## config.mk

```make
export PLATFORM = sky130hd
export DESIGN_NAME = pattern_scan_ctrl
export DESIGN_NICKNAME = d
export VERILOG_FILES = /design/src/rtl/pattern_scan_ctrl.sv
export SDC_FILE = /design/constraint.sdc
export NUM_CORES = 1
export LEC_CHECK = 0
export ABC_AREA = 1
export ABC_CLOCK_PERIOD_IN_PS = 2500
export CAP_MARGIN = 10
export CORE_MARGIN = 2
export CORE_UTILIZATION = 54
export CTS_BUF_LIST = sky130_fd_sc_hd__clkbuf_4
export DETAILED_ROUTE_END_ITERATION = 10
export PLACE_DENSITY = 0.92
export RECOVER_POWER = 50
export SLEW_MARGIN = 10
export SYNTH_ARGS = -nofsm -noshare
export SYNTH_HDL_FRONTEND = slang
export SYNTH_SLANG_ARGS = --single-unit
```

## constraint.sdc

```tcl
create_clock -name clk -period 2.5 [get_ports clk]
set_clock_uncertainty 0.2 [all_clocks]
set_input_delay 0.5 -clock clk [delete_from_list [all_inputs] [get_ports clk]]
set_output_delay 0.5 -clock clk [all_outputs]
set_load 0.02 [all_outputs]
```

## src/rtl/pattern_scan_ctrl.sv

```systemverilog
// pattern_scan_ctrl
//
// Accepts parallel words over a valid/ready handshake and scans them MSB first
// through an overlapping PAT_W-bit sequence matcher. Consecutive words form one
// continuous bit stream, so a match may straddle a word boundary. Each word
// produces one result: the number of matches that ended inside it.
//
// Handshakes: a transfer happens on a rising clk edge where valid and ready are
// both high. The producer holds data stable while valid is high and not yet
// accepted. m_valid/m_hits stay unchanged until m_ready is seen.
//
// Ports
//   clk, rst_n       clock, asynchronous active-low reset
//   cfg_we, cfg_pat  pattern load (IDLE only); also clears history and fill
//   flush            clears history and fill (IDLE only)
//   s_valid/s_ready/s_data   input word stream
//   m_valid/m_ready/m_hits   per-word result
//   total_hits       saturating count of all matches since reset
//   busy             high in SHIFT or REPORT
//   dbg_state        current FSM state (0 IDLE, 1 SHIFT, 2 REPORT)

module pattern_scan_ctrl #(
    parameter int               WORD_W  = 8,
    parameter int               PAT_W   = 4,
    parameter int               CNT_W   = 16,
    parameter int               HIT_W   = $clog2(WORD_W + 1),
    parameter logic [PAT_W-1:0] PAT_RST = 4'b1011
) (
    input  logic              clk,
    input  logic              rst_n,
    input  logic              cfg_we,
    input  logic [PAT_W-1:0]  cfg_pat,
    input  logic              flush,
    input  logic              s_valid,
    output logic              s_ready,
    input  logic [WORD_W-1:0] s_data,
    output logic              m_valid,
    input  logic              m_ready,
    output logic [HIT_W-1:0]  m_hits,
    output logic [CNT_W-1:0]  total_hits,
    output logic              busy,
    output logic [1:0]        dbg_state
);

    localparam int IDX_W  = (WORD_W > 1) ? $clog2(WORD_W) : 1;
    localparam int FILL_W = $clog2(PAT_W + 1);

    localparam logic [FILL_W-1:0] FILL_MAX  = FILL_W'(PAT_W);
    localparam logic [FILL_W-1:0] FILL_NEED = FILL_W'(PAT_W - 1);
    localparam logic [IDX_W-1:0]  IDX_TOP   = IDX_W'(WORD_W - 1);

    typedef enum logic [1:0] {
        IDLE   = 2'd0,
        SHIFT  = 2'd1,
        REPORT = 2'd2
    } state_t;

    state_t              state_q, state_d;
    logic [PAT_W-1:0]    pat_q, pat_d;
    // Only the last PAT_W-1 bits are kept; the incoming bit completes the window.
    logic [PAT_W-2:0]    hist_q, hist_d;
    logic [FILL_W-1:0]   fill_q, fill_d;
    logic [WORD_W-1:0]   word_q, word_d;
    logic [IDX_W-1:0]    idx_q, idx_d;
    logic [HIT_W-1:0]    hits_q, hits_d;
    logic [CNT_W-1:0]    total_q, total_d;

    logic                cur_bit;
    logic [PAT_W-1:0]    window;
    logic                is_match;

    assign cur_bit  = word_q[idx_q];
    assign window   = {hist_q, cur_bit};
    // fill counts bits seen before this one, so PAT_W-1 means a full window now.
    assign is_match = (window == pat_q) && (fill_q >= FILL_NEED);

    always_ff @(posedge clk or negedge rst_n) begin
        if (!rst_n) begin
            state_q <= IDLE;
            pat_q   <= PAT_RST;
            hist_q  <= '0;
            fill_q  <= '0;
            word_q  <= '0;
            idx_q   <= '0;
            hits_q  <= '0;
            total_q <= '0;
        end else begin
            state_q <= state_d;
            pat_q   <= pat_d;
            hist_q  <= hist_d;
            fill_q  <= fill_d;
            word_q  <= word_d;
            idx_q   <= idx_d;
            hits_q  <= hits_d;
            total_q <= total_d;
        end
    end

    always_comb begin
        state_d = state_q;
        pat_d   = pat_q;
        hist_d  = hist_q;
        fill_d  = fill_q;
        word_d  = word_q;
        idx_d   = idx_q;
        hits_d  = hits_q;
        total_d = total_q;

        unique case (state_q)
            IDLE: begin
                if (cfg_we) begin
                    pat_d  = cfg_pat;
                    hist_d = '0;
                    fill_d = '0;
                end else if (flush) begin
                    hist_d = '0;
                    fill_d = '0;
                end else if (s_valid) begin
                    word_d  = s_data;
                    idx_d   = IDX_TOP;
                    hits_d  = '0;
                    state_d = SHIFT;
                end
            end
            SHIFT: begin
                hist_d = window[PAT_W-2:0];
                if (fill_q != FILL_MAX) begin
                    fill_d = fill_q + FILL_W'(1);
                end
                if (is_match) begin
                    hits_d = hits_q + HIT_W'(1);
                    if (total_q != {CNT_W{1'b1}}) begin
                        total_d = total_q + CNT_W'(1);
                    end
                end
                if (idx_q == '0) begin
                    state_d = REPORT;
                end else begin
                    idx_d = idx_q - IDX_W'(1);
                end
            end
            REPORT: begin
                if (m_ready) begin
                    state_d = IDLE;
                end
            end
            default: begin
                state_d = IDLE;
            end
        endcase
    end

    assign s_ready    = (state_q == IDLE) && !cfg_we && !flush;
    assign m_valid    = (state_q == REPORT);
    assign busy       = (state_q != IDLE);
    assign m_hits     = hits_q;
    assign total_hits = total_q;
    assign dbg_state  = state_q;

endmodule

```

### After elaboration in Yosys (flattened, before gate mapping)

Index checks and enable logic that the tools add are counted.

| cells by class | value |
|---|---|
| $add $sub $neg | 4 |
| order comparisons | 2 |
| equality and inequality tests | 14 |
| muxes and demuxes | 23 |
| bitwise operators | 2 |
| reduce and logical (&&, ||, !) cells | 17 |

Operator list:

| cell | number |
|---|---|
| 3-bit 2-to-1 mux | 7 |
| 3-bit case mux with 2 select lines | 3 |
| 16-bit by 1-bit adder with 16-bit output (second input constant) | 1 |
| 4-bit 2-to-1 mux | 4 |
| 16-bit inequality test (second input constant) | 1 |
| 5-bit AND reduction | 3 |
| 2-bit inequality test (second input constant) | 7 |
| 2-bit 2-to-1 mux | 5 |
| 4-bit case mux with 2 select lines | 1 |
| 3-bit inequality test (second input constant) | 2 |
| 2-bit case mux with 3 select lines | 1 |
| 3-bit AND reduction | 2 |
| 4-bit by 1-bit adder with 4-bit output (second input constant) | 1 |
| 4-bit equality test | 1 |
| 3-bit by 4-bit < comparator with 1-bit output (second input constant) | 1 |
| 2-bit AND reduction | 2 |
| 4-bit AND reduction | 1 |
| 2-bit nonzero test | 2 |
| 3-bit by 1-bit adder with 3-bit output (second input constant) | 1 |
| 1-bit binary-select mux with 3-bit select | 1 |
| 3-bit by 2-bit greater-or-equal comparator with 1-bit output (second input constant) | 1 |
| 1-bit logical AND | 3 |
| 3-bit logical NOT | 1 |
| 3-bit by 1-bit subtractor with 3-bit output (second input constant) | 1 |
| other kinds (7) | 9 |

| storage, ports and cells | value |
|---|---|
| register bits | 43 |
| bits of input ports | 18 |

### Depth between registers and ports, before layout

Gate-level depths: netlist of the first run.

| depth | value |
|---|---|
| depth after elaboration | 6 |
| gate-level depth with buffers | 11 |

### Worst setup path after synthesis of the first run

Ideal clock, no wire load.

| timing path | value |
|---|---|
| kind | register to register |
| start | reg total_q[0], in the netlist total_hits[0] |
| end | reg total_q[2], in the netlist total_hits[2] |
| arrival time | 1.599 ns |
| data required time | 2.177 ns |
| setup slack | 0.578 ns |
| stages on the path, launching flop included | 11 |
| period minus slack after synthesis | 1.922 ns |
| cells stage by stage | dfrtp_1 -> ha_1 -> nand2_1 -> nor2_4 -> nand2_2 -> nor3_2 -> nor2_1 -> nand4_4 -> buf_6 -> nand2_1 -> o21ai_1 |

| between the ends | value |
|---|---|
| longest elaborated chain between the ends | 2 |

Ends and longest elaborated chain:

| item | RTL line | RTL |
|---|---|---|
| start: declaration | 66 | `logic [CNT_W-1:0] total_q, total_d;` |
| start signal: assignment | 95 | `total_q <= total_d;` |
| branches (longest 2 deep; another with 16-bit by 1-bit adder with 16-bit output) | n/a |  |

Several ways; the timed one is not identified.
A chain may end at the register's enable or synchronous reset.

### Final worst setup path of the first run

| timing path | value |
|---|---|
| start | reg state_q[0], in the netlist dbg_state[0] |
| end | out m_valid |

| between the ends | value |
|---|---|
| longest elaborated chain between the ends | 1 |

Ends and longest elaborated chain:

| item | RTL line | RTL |
|---|---|---|
| start: declaration | 58 | `state_t state_q, state_d;` |
| start signal: assignment | 88 | `state_q <= state_d;` |
| 2-bit equality test | 154 | `assign m_valid = (state_q == REPORT);` |
| end: declaration | 37 | `output logic m_valid,` |

Every way passes these cells.

==> results.py, run 1 <==
metrics = {
    "synth": {
        "synth.cell_area_mm2": 0.00236,
        "syn_inst": 293,
        "syn_avg_cell_area_um2": 8.07,
        "syn_nets": 318,
        "synth_area_leader_cell": "dfrtp_1",
        "ys_types": 28,
        "synth.top_cell.area_share_pct": 42.3,
        "synth_edf_count": 0,
        "synth_most_common_cell": "nand2_1",
        "ys_ff_latch": 43,
        "ys_warn_count": 0,
        "yosys-top-cells-count": "nand2_1 (60), inv_1 (42), dfrtp_1 (40)",
        "synth_area_leaders": "dfrtp_1 (42%), nand2_1 (9.5%), inv_1 (6.7%)",
        "yosys_most_used_dff": "dfrtp_1",
        "synth_async_sr_flop_share_pct": 100,
        "ys_seq_area_share_pct": 45.7,
    },
    "placed_design": {
        "gp_congestion": 0.853,
        "portBuffers": 42,
        "dp_hpwl_mm": 3.42,
    },
    "timing": {
        "setup_viol": 0,
        "rsz0062_at_grt": "false",
        "slew_viol_final": 0,
        "fmax_ghz": 0.427,
        "fin_tns_setup_ns": 0,
        "post-route-min-period_ns": 2.34,
        "hold_viol_final": 0,
        "tightestPinTransition_ns": 1.04,
        "period_share_pct": 93.7,
        "slew_headroom_pct": 30.9,
    },
    "detailed_routing": {
        "routed_via_density": 5.09,
        "antenna_left": 0,
        "drt-initial-drc-count": 131,
        "dr.pass1.iters": 4,
        "drcViolationCount": 0,
        "routedWlPerCell_um": 11.6,
        "wirelength_mm": 4.57,
        "vias": 2002,
    },
    "grt": {
        "grt_max_degree": 44,
        "antenna_found_initial": 0,
        "grt.total_usage_pct": 20.7,
        "grt_pass1_wl_mm": 8.23,
        "overflow": 0,
        "grt_pass1_vias": 1930,
    },
    "floorplan": {
        "rows": 24,
        "die_area_mm2": 0.00492,
        "die_w_um": 70.2,
        "coreArea_mm2": 0.00429,
        "start_util_pct": 55.1,
        "die_h_um": 70.2,
        "top_level_ports": 43,
    },
    "finish": {
        "syn_to_final_growth_pct": 21.4,
        "fin_nets": 365,
        "fill_cells": 354,
        "drive_gt1_share_pct": 8.21,
        "n_antenna_cell": 0,
    },
    "clock_network": {
        "cts-root-buf": "clkbuf_4",
        "cts_tree": "yes",
        "clockBufferDepth": 2,
        "clkSinkCount": 43,
        "htreeDepth": 2,
        "clk_latency_ns": 0.36,
        "path_clk_slew_ns": 0.13,
        "numCtsBuffers": 5,
    },
    "power_and_ir_drop": {
        "power_density_mw_per_mm2": 727,
        "p_total_uw": 2090,
        "vdd.ir_drop.worst_mv": 0.501,
        "total_leakage_power_uw": 0.00126,
    },
    "setup_path": {
        "required_ns": 1.80,
        "cp_max_fo": 5,
        "endpoint_kind": "output port",
        "start_kind": "flip-flop",
        "criticalPathCategory": "reg2out",
        "crit_arrival_ns": 1.64,
    },
    "status": {
        "status": "finished, final reports clean",
    },
    "job": {
        "maxCapViolCount": 0,
    },
    "hold_path": {
        "hold_class": "reg2reg",
    },
}
power by group:
group | internal, uW | switching [uW] | total [uW]
logic | 296 | 477 | 773
registers | 871 | 110 | 981
clock network | 117 | 218 | 335
layout make-up:
cell class / instances / area (um^2) / share of cell area [%]
clock inverter: 2 / 8.76 / 0.305
timing repair buffer: 45 / 437 / 15.2
sequential: 43 / 1080 / 37.6
clock buffer: 6 / 45.0 / 1.57
inverter: 45 / 169 / 5.88
multi-input combinational: 200 / 1070 / 37.1
tap: 52 / 65.1 / 2.27
cell families after synthesis:
group | count (synthesis) | synth area share (%)
compound gates | 41 | 9.47
xor+xnor | 16 | 5.93
simple gates | 135 | 25.8
mux | 1 | 0.476
buf+inv | 50 | 8.99
fa+ha+maj | 7 | 3.70
flops | 43 | 45.7
placed cells by master (no fill, tap or decap), types with 5 or more instances in the layout:
cell | netlist | routed
a21oi_1 | 13 | 14
clkbuf_4 | 0 | 6
clkdlybuf4s50_1 | 0 | 39
dfrtp_1 | 40 | 39
ha_1 | 7 | 7
inv_1 | 42 | 42
nand2_1 | 60 | 61
nand3_1 | 25 | 25
nor2_1 | 33 | 33
o21ai_0 | 6 | 6
o21ai_1 | 16 | 16
xnor2_1 | 5 | 5
xor2_1 | 11 | 11
worst paths after layout:
kind,end,cells after the start,from,slack [ns]
hold / removal,pat_q[0],2,pat_q[0],0.32
setup / recovery,m_valid,4,dbg_state[0],0.16
min in group asynchronous,fill_q[2],3,rst_n,0.72
hold reg to reg,pat_q[0],2,pat_q[0],0.32
max in group asynchronous,dbg_state[1],3,rst_n,0.68
setup reg to reg,total_hits[15],9,total_hits[0],0.32
metrics by stage:
stage	hold WS [ns]	instance area, um^2	setup slack, ns	util, %	std cells
after detailed placement	0.295	2820	0.0485	65.6	384
after floorplan	0.00441	2360	0.578	-	293
after CTS	0.315	2880	0.0160	67.1	393
final	0.318	2870	0.157	66.9	393
after global routing	0.350	2870	0.0312	66.9	393
after global placement	0.277	2820	0.0587	65.6	384
repair_timing:
action	CTS	global route
setup endpoints to repair	1	1
buffers inserted	0	0
hold buffers	1	0
gates resized for setup	1	2
cloned	0	0
endpoints found under the hold margin	11	0
worst max-delay path, cell delays in order (launching register included):
cell,delay (ns)
dfrtp_1,0.47
inv_2,0.11
nand2_1,0.06
inv_1,0.06
clkdlybuf4s50_1,0.59
layer usage:
| metal | wire length [um] | global-route usage [%] | part of all wire (%) | vias up |
|---|---|---|---|---|
| li1 | - | - | - | 1031 |
| met1 | 2010 | 23.9 | 44 | 913 |
| met2 | 2270 | 37.0 | 50 | 50 |
| met3 | 206 | 4.62 | 4.5 | 8 |
| met4 | 93 | 8.55 | 2.0 | 0 |
| met5 | 0 | 0 | 0 | - |
registers in the layout, summed over array words and instances, names as in the netlist:
name and flops:
dbg_state 2, fill_q 3, hist_q 3, idx_q 3, m_hits 4, pat_q 4
total_hits 16, word_q 8
Power figures use the tool's default switching activity.
==> inputs of run 2 (changes only) <==
Settings changed: CORE_UTILIZATION 54 to 45, PLACE_DENSITY 0.92 to 0.8, SETUP_SLACK_MARGIN from default to 0.1.
==> run 2 against run 1 <==
Final area grew 1.5%. Wire length grew 6.6%. Setup slack lost 0.036 ns. Worst hold slack lost 0.013 ns. Die area grew 19%. Combinational power grew 4.4%. Count of clock-buffer cells in the layout shrank 1. Critical path type unchanged. Largest power group unchanged. Highest routed layer unchanged.
==> results.py, run 2 (same netlist as run 1, synthesis figures left out) <==
metrics = {
    "status": {
        "status": "finished, final reports clean",
    },
    "setup_path": {
        "crit_arrival_ns": 1.68,
        "cp_max_fo": 5,
        "required_ns": 1.80,
        "criticalPathCategory": "reg2out",
        "endpoint_kind": "output port",
        "start_kind": "flip-flop",
    },
    "hold_path": {
        "hold_class": "reg2reg",
    },
    "clock_network": {
        "clkSinkCount": 43,
        "htreeDepth": 2,
        "numCtsBuffers": 5,
        "cts_tree": "yes",
        "clockBufferDepth": 2,
        "cts-root-buf": "clkbuf_4",
        "path_clk_slew_ns": 0.12,
        "cts_setup_buffers": 0,
        "clk_latency_ns": 0.36,
    },
    "timing": {
        "fmax_ghz": 0.420,
        "period_share_pct": 95.1,
        "tightestPinTransition_ns": 0.616,
        "post-route-min-period_ns": 2.38,
        "hold_viol_final": 0,
        "timing.final.ws_setup_ns": 0.122,
        "slew_viol_final": 0,
        "setup_viol": 0,
        "slew_headroom_pct": 58.9,
        "rsz0062_at_grt": "true",
        "fin_tns_setup_ns": 0,
    },
    "floorplan": {
        "rows": 26,
        "start_util_pct": 46.6,
        "die_area_mm2": 0.00585,
        "top_level_ports": 43,
        "coreArea_mm2": 0.00507,
        "die_h_um": 76.5,
        "die_w_um": 76.5,
    },
    "finish": {
        "final_common_cell": "nand2_1",
        "final_cell_mix": "nand2_1 (60), inv_1 (42), dfrtp_1 (39), clkdlybuf4s50_1 (39), nor2_1 (31)",
        "syn_to_final_growth_pct": 23.2,
        "fin_area_mm2": 0.00291,
        "final_util_pct": 57.4,
        "n_antenna_cell": 0,
        "finalNonFillerCells": 412,
        "drive_gt1_share_pct": 8.77,
        "fill_cells": 473,
        "largest_reg_flops": 16,
        "fin_nets": 367,
    },
    "detailed_routing": {
        "routed_via_density": 4.92,
        "vias": 2029,
        "drt-initial-drc-count": 136,
        "dr.pass1.iters": 4,
        "routedWlPerCell_um": 11.8,
        "antenna_left": 0,
        "wirelength_mm": 4.87,
        "drcViolationCount": 0,
    },
    "grt": {
        "overflow": 0,
        "grt.total_usage_pct": 17.9,
        "grt_max_degree": 32,
        "antenna_found_initial": 0,
        "grt_pass1_wl_mm": 8.59,
        "grt_pass1_vias": 1983,
    },
    "placed_design": {
        "dp.cells": 403,
        "gp_congestion": 0.833,
        "place_area_mm2": 0.00285,
        "dp_hpwl_mm": 3.54,
        "place_ws_ns": 0.0332,
        "portBuffers": 42,
    },
    "power_and_ir_drop": {
        "total_leakage_power_uw": 0.00124,
        "vdd.ir_drop.worst_mv": 0.510,
        "power_density_mw_per_mm2": 725,
    },
    "job": {
        "maxCapViolCount": 0,
    },
}
run 2: worst max-delay path, stage by stage, from the launching register on:
cell and delay (ns):
dfrtp_1 0.48, inv_2 0.11, nand2_1 0.07, inv_1 0.06
clkdlybuf4s50_1 0.59
run 2: final cells by class:
class	instances	area [um^2]	area share, %
timing repair buffer	46	435	14.9
clock buffer	5	37.5	1.29
sequential	43	1080	37.1
multi-input combinational	201	1090	37.6
inverter	45	169	5.80
tap	70	87.6	3.01
clock inverter	2	8.76	0.301
run 2: worst paths after layout:
path	start	endpoint	slack (ns)	depth (start not counted)
min in group asynchronous	rst_n	word_q[3]	0.47	2
max in group asynchronous	rst_n	pat_q[1]	0.82	3
min reg2reg	pat_q[0]	pat_q[0]	0.30	2
min	pat_q[0]	pat_q[0]	0.30	2
max reg2reg	fill_q[0]	m_hits[3]	0.34	11
max	dbg_state[0]	m_valid	0.12	4
run 2: repair_timing:
action	4_1_cts	5_1_grt
setup endpoints to repair	2	7
endpoints found under the hold margin	25	0
gates resized for setup	3	3
hold buffers	1	0
gates cloned	0	1
run 2: through the flow:
step,power [uW],hold slack [ns]
floorplan,1520,0.00441
global placement,1750,0.277
detailed placement,1780,0.292
CTS,2100,0.311
global route,2290,0.327
finish,2110,0.304
run 2: layer usage:
layer  GRT usage [%]  vias to the layer above  routed length [um]
li1                -                     1037                   -
met1            21.9                      938                2310
met2            31.1                       49                2270
met3            4.50                        5                 243
met4            5.09                        0                  50
met5               0                        -                   0
run 2: power by group:
| part | leakage (uW) | switching (uW) | internal [uW] | total (uW) |
|---|---|---|---|---|
| logic | 0.000668 | 510 | 297 | 807 |
| clock network | 0.0000285 | 222 | 99.9 | 322 |
| registers | 0.000547 | 113 | 870 | 983 |
==> inputs of run 3 (changes only) <==
Settings changed: CTS_CLUSTER_DIAMETER from default to 200, TNS_END_PERCENT from default to 100.
==> results of run 3 <==
The final DEF is identical to that of run 2; final timing and power are the same.
